## config.mk

```make
export PLATFORM = sky130hd
export DESIGN_NAME = add_share_arbiter
export DESIGN_NICKNAME = d
export VERILOG_FILES = /design/src/rtl/add_share_pkg.sv /design/src/rtl/rr_pick2.sv /design/src/rtl/add_share_arbiter.sv
export SDC_FILE = /design/constraint.sdc
export NUM_CORES = 2
export LEC_CHECK = 0
export CORE_AREA = 4 4 316 318
export DETAILED_ROUTE_END_ITERATION = 10
export DIE_AREA = 0 0 320 322
export PLACE_DENSITY = 0.65
export RECOVER_POWER = 50
export SETUP_SLACK_MARGIN = 0.3
export SKIP_LAST_GASP = 1
export SLEW_MARGIN = 15
export SYNTH_ARGS = -nofsm -noshare
export SYNTH_HDL_FRONTEND = slang
export SYNTH_HIERARCHICAL = 1
export SYNTH_SLANG_ARGS = --single-unit
```

## constraint.sdc

```tcl
create_clock -name clk -period 21.1 [get_ports clk]
set_clock_uncertainty 0.2 [all_clocks]
set_input_delay 3.165 -clock clk [delete_from_list [all_inputs] [get_ports clk]]
set_output_delay 3.165 -clock clk [all_outputs]
set_load 0.01 [all_outputs]
```

## src/rtl/add_share_pkg.sv

```systemverilog
// rtl/add_share_pkg.sv - shared constants, unit slot type and round-robin helper
package add_share_pkg;

    localparam int NREQ_DEF  = 4;
    localparam int WIDTH_DEF = 64;
    localparam int NUNITS    = 2;

    // Tag and operand fields are sized for the largest legal configuration
    // (8 requesters, 128-bit operands); unused upper bits stay zero.
    localparam int TAGW      = 3;
    localparam int RMAX      = 1 << TAGW;
    localparam int SLOT_WMAX = 128;

    typedef struct packed {
        logic                 valid;
        logic [TAGW-1:0]      tag;
        logic [SLOT_WMAX-1:0] a;
        logic [SLOT_WMAX-1:0] b;
    } unit_slot_t;

    function automatic logic [TAGW-1:0] rr_next(input logic [TAGW-1:0] idx, input int n);
        return (int'(idx) + 1 >= n) ? '0 : idx + 1'b1;
    endfunction

endpackage

```

## src/rtl/rr_pick2.sv

```systemverilog
// rtl/rr_pick2.sv - rotating-priority search returning the first two active requesters
module rr_pick2
    import add_share_pkg::*;
#(
    parameter int NREQ = NREQ_DEF
) (
    input  logic [NREQ-1:0] req,
    input  logic [TAGW-1:0] ptr,
    output logic            first_vld,
    output logic [TAGW-1:0] first_idx,
    output logic            second_vld,
    output logic [TAGW-1:0] second_idx
);

    logic [RMAX-1:0] req_x;
    logic [TAGW-1:0] idx;

    always_comb begin
        req_x      = RMAX'(req);
        idx        = ptr;
        first_vld  = 1'b0;
        first_idx  = '0;
        second_vld = 1'b0;
        second_idx = '0;
        for (int k = 0; k < NREQ; k++) begin
            if (req_x[idx]) begin
                if (!first_vld) begin
                    first_vld = 1'b1;
                    first_idx = idx;
                end else if (!second_vld) begin
                    second_vld = 1'b1;
                    second_idx = idx;
                end
            end
            idx = rr_next(idx, NREQ);
        end
    end

endmodule

```

## src/rtl/add_share_arbiter.sv

```systemverilog
// rtl/add_share_arbiter.sv - round-robin scheduler for two shared adders among NREQ requesters
module add_share_arbiter
    import add_share_pkg::*;
#(
    parameter int NREQ  = NREQ_DEF,
    parameter int WIDTH = WIDTH_DEF,
    parameter int CNTW  = 32
) (
    input  logic                  clk,
    input  logic                  rst,
    input  logic                  hold,
    input  logic [NREQ-1:0]       req,
    input  logic [NREQ*WIDTH-1:0] in0,
    input  logic [NREQ*WIDTH-1:0] in1,
    output logic [NREQ-1:0]       gnt,
    output logic [NREQ-1:0]       rsp_valid,
    output logic [NREQ*WIDTH-1:0] rsp_data,
    output logic [CNTW-1:0]       op_count
);

    logic [TAGW-1:0]         ptr_q, ptr_d;
    logic                    first_vld, second_vld;
    logic [TAGW-1:0]         first_idx, second_idx;
    logic                    grant_en;
    unit_slot_t [NUNITS-1:0] slot_q, slot_d;
    logic [NREQ*WIDTH-1:0]   rsp_data_q, rsp_data_d;
    logic [CNTW-1:0]         op_count_q, op_count_d;
    logic [1:0]              n_gnt;
    logic [CNTW:0]           cnt_sum;

    function automatic logic [WIDTH-1:0] pick_op(input logic [NREQ*WIDTH-1:0] bus,
                                                 input logic [TAGW-1:0] sel);
        logic [WIDTH-1:0] r;
        r = '0;
        for (int i = 0; i < NREQ; i++) begin
            if (sel == TAGW'(i)) r = bus[i*WIDTH +: WIDTH];
        end
        return r;
    endfunction

    rr_pick2 #(.NREQ(NREQ)) u_pick (
        .req        (req),
        .ptr        (ptr_q),
        .first_vld  (first_vld),
        .first_idx  (first_idx),
        .second_vld (second_vld),
        .second_idx (second_idx)
    );

    always_comb begin
        grant_en = !rst && !hold;
        gnt      = '0;
        for (int i = 0; i < NREQ; i++) begin
            if (grant_en && ((first_vld && first_idx == TAGW'(i)) ||
                             (second_vld && second_idx == TAGW'(i))))
                gnt[i] = 1'b1;
        end
    end

    // Unit 0 always serves the first requester found, unit 1 the second.
    always_comb begin
        slot_d          = '0;
        slot_d[0].valid = grant_en && first_vld;
        slot_d[0].tag   = first_idx;
        slot_d[0].a     = SLOT_WMAX'(pick_op(in0, first_idx));
        slot_d[0].b     = SLOT_WMAX'(pick_op(in1, first_idx));
        slot_d[1].valid = grant_en && second_vld;
        slot_d[1].tag   = second_idx;
        slot_d[1].a     = SLOT_WMAX'(pick_op(in0, second_idx));
        slot_d[1].b     = SLOT_WMAX'(pick_op(in1, second_idx));

        n_gnt = 2'(slot_d[0].valid) + 2'(slot_d[1].valid);

        ptr_d = ptr_q;
        if (slot_d[1].valid)
            ptr_d = rr_next(second_idx, NREQ);
        else if (slot_d[0].valid)
            ptr_d = rr_next(first_idx, NREQ);

        cnt_sum    = {1'b0, op_count_q} + (CNTW+1)'(n_gnt);
        op_count_d = cnt_sum[CNTW] ? '1 : cnt_sum[CNTW-1:0];
    end

    // Adders sit behind the operand latches; a requester not answered this
    // cycle sees its previous sum.
    always_comb begin
        rsp_valid  = '0;
        rsp_data_d = rsp_data_q;
        for (int k = 0; k < NUNITS; k++) begin
            for (int i = 0; i < NREQ; i++) begin
                if (slot_q[k].valid && slot_q[k].tag == TAGW'(i)) begin
                    rsp_valid[i] = 1'b1;
                    rsp_data_d[i*WIDTH +: WIDTH] = WIDTH'(slot_q[k].a + slot_q[k].b);
                end
            end
        end
    end

    always_ff @(posedge clk or posedge rst) begin
        if (rst) begin
            ptr_q      <= '0;
            slot_q     <= '0;
            rsp_data_q <= '0;
            op_count_q <= '0;
        end else begin
            ptr_q      <= ptr_d;
            slot_q     <= slot_d;
            rsp_data_q <= rsp_data_d;
            op_count_q <= op_count_d;
        end
    end

    assign rsp_data = rsp_data_d;
    assign op_count = op_count_q;

endmodule
```

==> metrics.csv <==
stage,metric,value,unit
run,total of max-cap violations,15,
finish,share of post-route cells with drive strength above 1,4.19,%
drt,WL/cell,27.4,um
synth,adder-cell share of the synthesized area,5.17,%
timing,RSZ-0062 raised after global routing,false,
floorplan,CORE AREA,96600,um2
clocking,Setup Buffers After CTS,0,
worst_setup_path,flop2flop setup slack,13460,ps
drt,WL final,166000,um
grt,first-pass GRT wire length,237000,um
pwr,sw frac,51.0,%
worst_setup_path,critical path class,in -> async,
place,RePlAce Congestion,0.937,
timing,Final Hold Viols,0,
worst_setup_path,Reg2Reg Depth,20,
status,status,"complete, but fails checks",
pwr,combinational share of power,67.7,%
finish,# nets final,5403,
synth,Post-Synthesis Cells,4151,
synth,syn avg cell area,8.49,um2
status,violated checks,"max-capacitance violations, max-slew violations",
drt,via count,36400,
worst_hold_path,worst hold start,rsp_data_q[52],
synth,post-synthesis xor/xnor area fraction,3.23,%
grt,gr usage total,30.7,%
synth,Main synth FF type,dfrtp_1,
grt,gr ovfl total,0,
synth,Post-Synth Simple-Gate Area,14.4,%
drt,drt first pass iters,7,
clocking,clock sink total,555,
pwr,PD cells,197,nW/um2
grt,largest net degree at the start of global routing,120,
finish,Area Overhead vs Synth,31.7,%
clocking,Clock Latency Late Sink,630,ps
timing,max_slew headroom,-259,%
synth,"top cells by count, synth","o21ai_0, dfrtp_1, nand2_1, a21oi_1, clkbuf_1",
clocking,# hold bufs at CTS,0,
drt,initial drt markers,3944,
grt,vias in the first global route,34400,
worst_setup_path,Worst R2R Start,ptr_q[0],
clocking,CTS tree,built,
synth,"EDFF count, synth",0,
worst_setup_path,crit path DAT,13330,ps
timing,worst-margin pin slew,5350,ps
timing,fmax,77.6,MHz
synth,compound-gate portion of the synthesized area,32.3,%
finish,final core area utilization,48.0,%
pwr,P_int,4490,uW
floorplan,Rows,114,
worst_setup_path,largest fanout on the critical path,119,
place,dpl hpwl,128000,um
timing,final setup fails,0,
floorplan,IO Pins,815,
drt,Post-DRT Antenna Nets,0,
synth,cell type with the largest total area after synthesis,dfrtp_1,
clocking,"CTS clk-pin slew, worst paths",70,ps
timing,crit share post-route,61.1,%
timing,minimum clock period,12880,ps
drt,vias per cell,6.00,
pwr,net switching power,4660,uW
pwr,peak supply drop,0.142,mV
timing,Setup TNS,0,ps
place,area of placed instances,44200,um2
clocking,H-tree levels,3,
clocking,post_cts resized,0,
pwr,Clk pwr share,13.2,%
floorplan,die area,103000,um2
synth,yosys synthesis warning count,6,
synth,Synth Cell Area,35200,um2
synth,top post-synthesis cells by area,"dfrtp_1, o21ai_0, a221o_1, nand2_1, a21oi_1",
pwr,sequential share of power,19.1,%
floorplan,Initial Utilization,36.5,%
worst_setup_path,crit path capture type,async pin,
drt,DR DRC count,0,
synth,main combinational cell family by area after synthesis,compound AO/OA/AOI/OAI gates,
worst_setup_path,CP Launch Type,input port,
synth,post-synthesis mux area share,1.12,%
clocking,Root Driver,clkbuf_16,
synth,most common cell in the netlist,o21ai_0,
timing,Final Max Slew Viols,880,
worst_setup_path,WP data required,21550,ps
grt,initial antenna violation count,19,
worst_hold_path,cell count of the worst hold path,1,
floorplan,die height,322,um
place,port buffer count,814,
pwr,Lkg Pwr,0.0195,uW
finish,final design instance area without fill,46400,um2
synth,Synth Register Bits,555,
synth,Yosys cell types,90,
worst_hold_path,HP Class,reg -> reg,
synth,Yosys top cell area share,39.4,%
worst_hold_path,Hold EP,rsp_data_q[52],
synth,asr flop ratio synth,100,%
synth,"Seq/Total Area, Yosys",39.4,%
clocking,Inserted Clock Buffers,67,
worst_setup_path,reg2reg end,slot_q[164],
floorplan,die width,320,um
clocking,Max Buffers Root-to-Sink,3,
[cell families after synthesis]
logic type | count (synthesis)
buf+inv | 400
fa+ha+maj | 144
xor+xnor | 129
flops | 555
compound gates | 1747
mux | 37
simple gates | 1138
other cells | 1
[metal layers]
layer  GRT usage (%)  share of wire, %
met1            43.7                44
met2            47.2                44
met5               0             0.066
met3            7.21               9.4
met4            7.81               2.6
[worst max path at each step]
stage,start,to,slack (ps),depth (start not counted)
floorplan,rst,op_count[0],2220,1
global placement,req[0],gnt[3],10440,11
detailed placement,req[0],gnt[3],10370,11
CTS,req[0],gnt[3],10370,11
global route,rst,rsp_data_q[196],6240,5
finish,rst,rsp_data_q[197],8220,5
[layout by cell type, fill, tap and decap left out, drive strengths merged, types with 18 or more instances in the layout]
master         netlist  routed
nand4               46      46
nand3               87      87
dlygate4sd3          0      34
ha                 140     140
o31ai               18      18
and3                37      37
clkdlybuf4s50        0     780
and2                42      42
inv                 62      64
mux2i               27      27
a21oi              372     372
clkbuf             304     104
xnor2               71      71
xor2                58      58
a211oi             128     128
o21ai              654     654
nor2               252     252
nand2              525     525
buf                 34      33
nor3                55      55
a221o              275     275
nor2b               22      22
a22oi               35      35
dfrtp              555     555
o21bai              32      32
a31oi               33      33
a21o                78      78
[power by group through the flow]
stage | logic (uW) | registers (uW) | clock network, uW
2_1_floorplan | 3500 | 1680 | 0
6_report | 6190 | 1750 | 1210
3_5_place_dp | 6070 | 1750 | 0
5_1_grt | 6610 | 1780 | 1270
4_1_cts | 6090 | 1740 | 1230
3_3_place_gp | 6060 | 1750 | 0
[flip-flops by register name (all words and copies together), names as in the netlist]
register and count:
slot_q 264, rsp_data_q 256, op_count 32, ptr_q 3
[worst max-delay path: stages]
cell and delay, ps:
dlygate4sd3_1 560, clkinvlp_2 2970, clkbuf_1 2670, clkbuf_1 2750, buf_4 1010
[cell type report]
cell class	instances	area (um2)
Antenna cell	9	22.5
Clock buffer	93	1980
Clock inverter	27	325
Fill cell	9299	50200
Inverter	62	234
Multi-Input combinational cell	3197	19900
Sequential cell	555	13900
Tap cell	1276	1600
Timing Repair Buffer	858	8440
[through the flow]
stage | hold WS (ps) | total power [uW] | setup WS, ps | std cells
finish | 323 | 9150 | 8220 | 6077
global route | 334 | 9650 | 6240 | 6073
CTS | 321 | 9060 | 10370 | 6068
detailed placement | 299 | 7830 | 10370 | 5948
global placement | 313 | 7810 | 10440 | 5948
floorplan | 346 | 5180 | 2220 | 4152
Power figures use the tool's default switching activity.
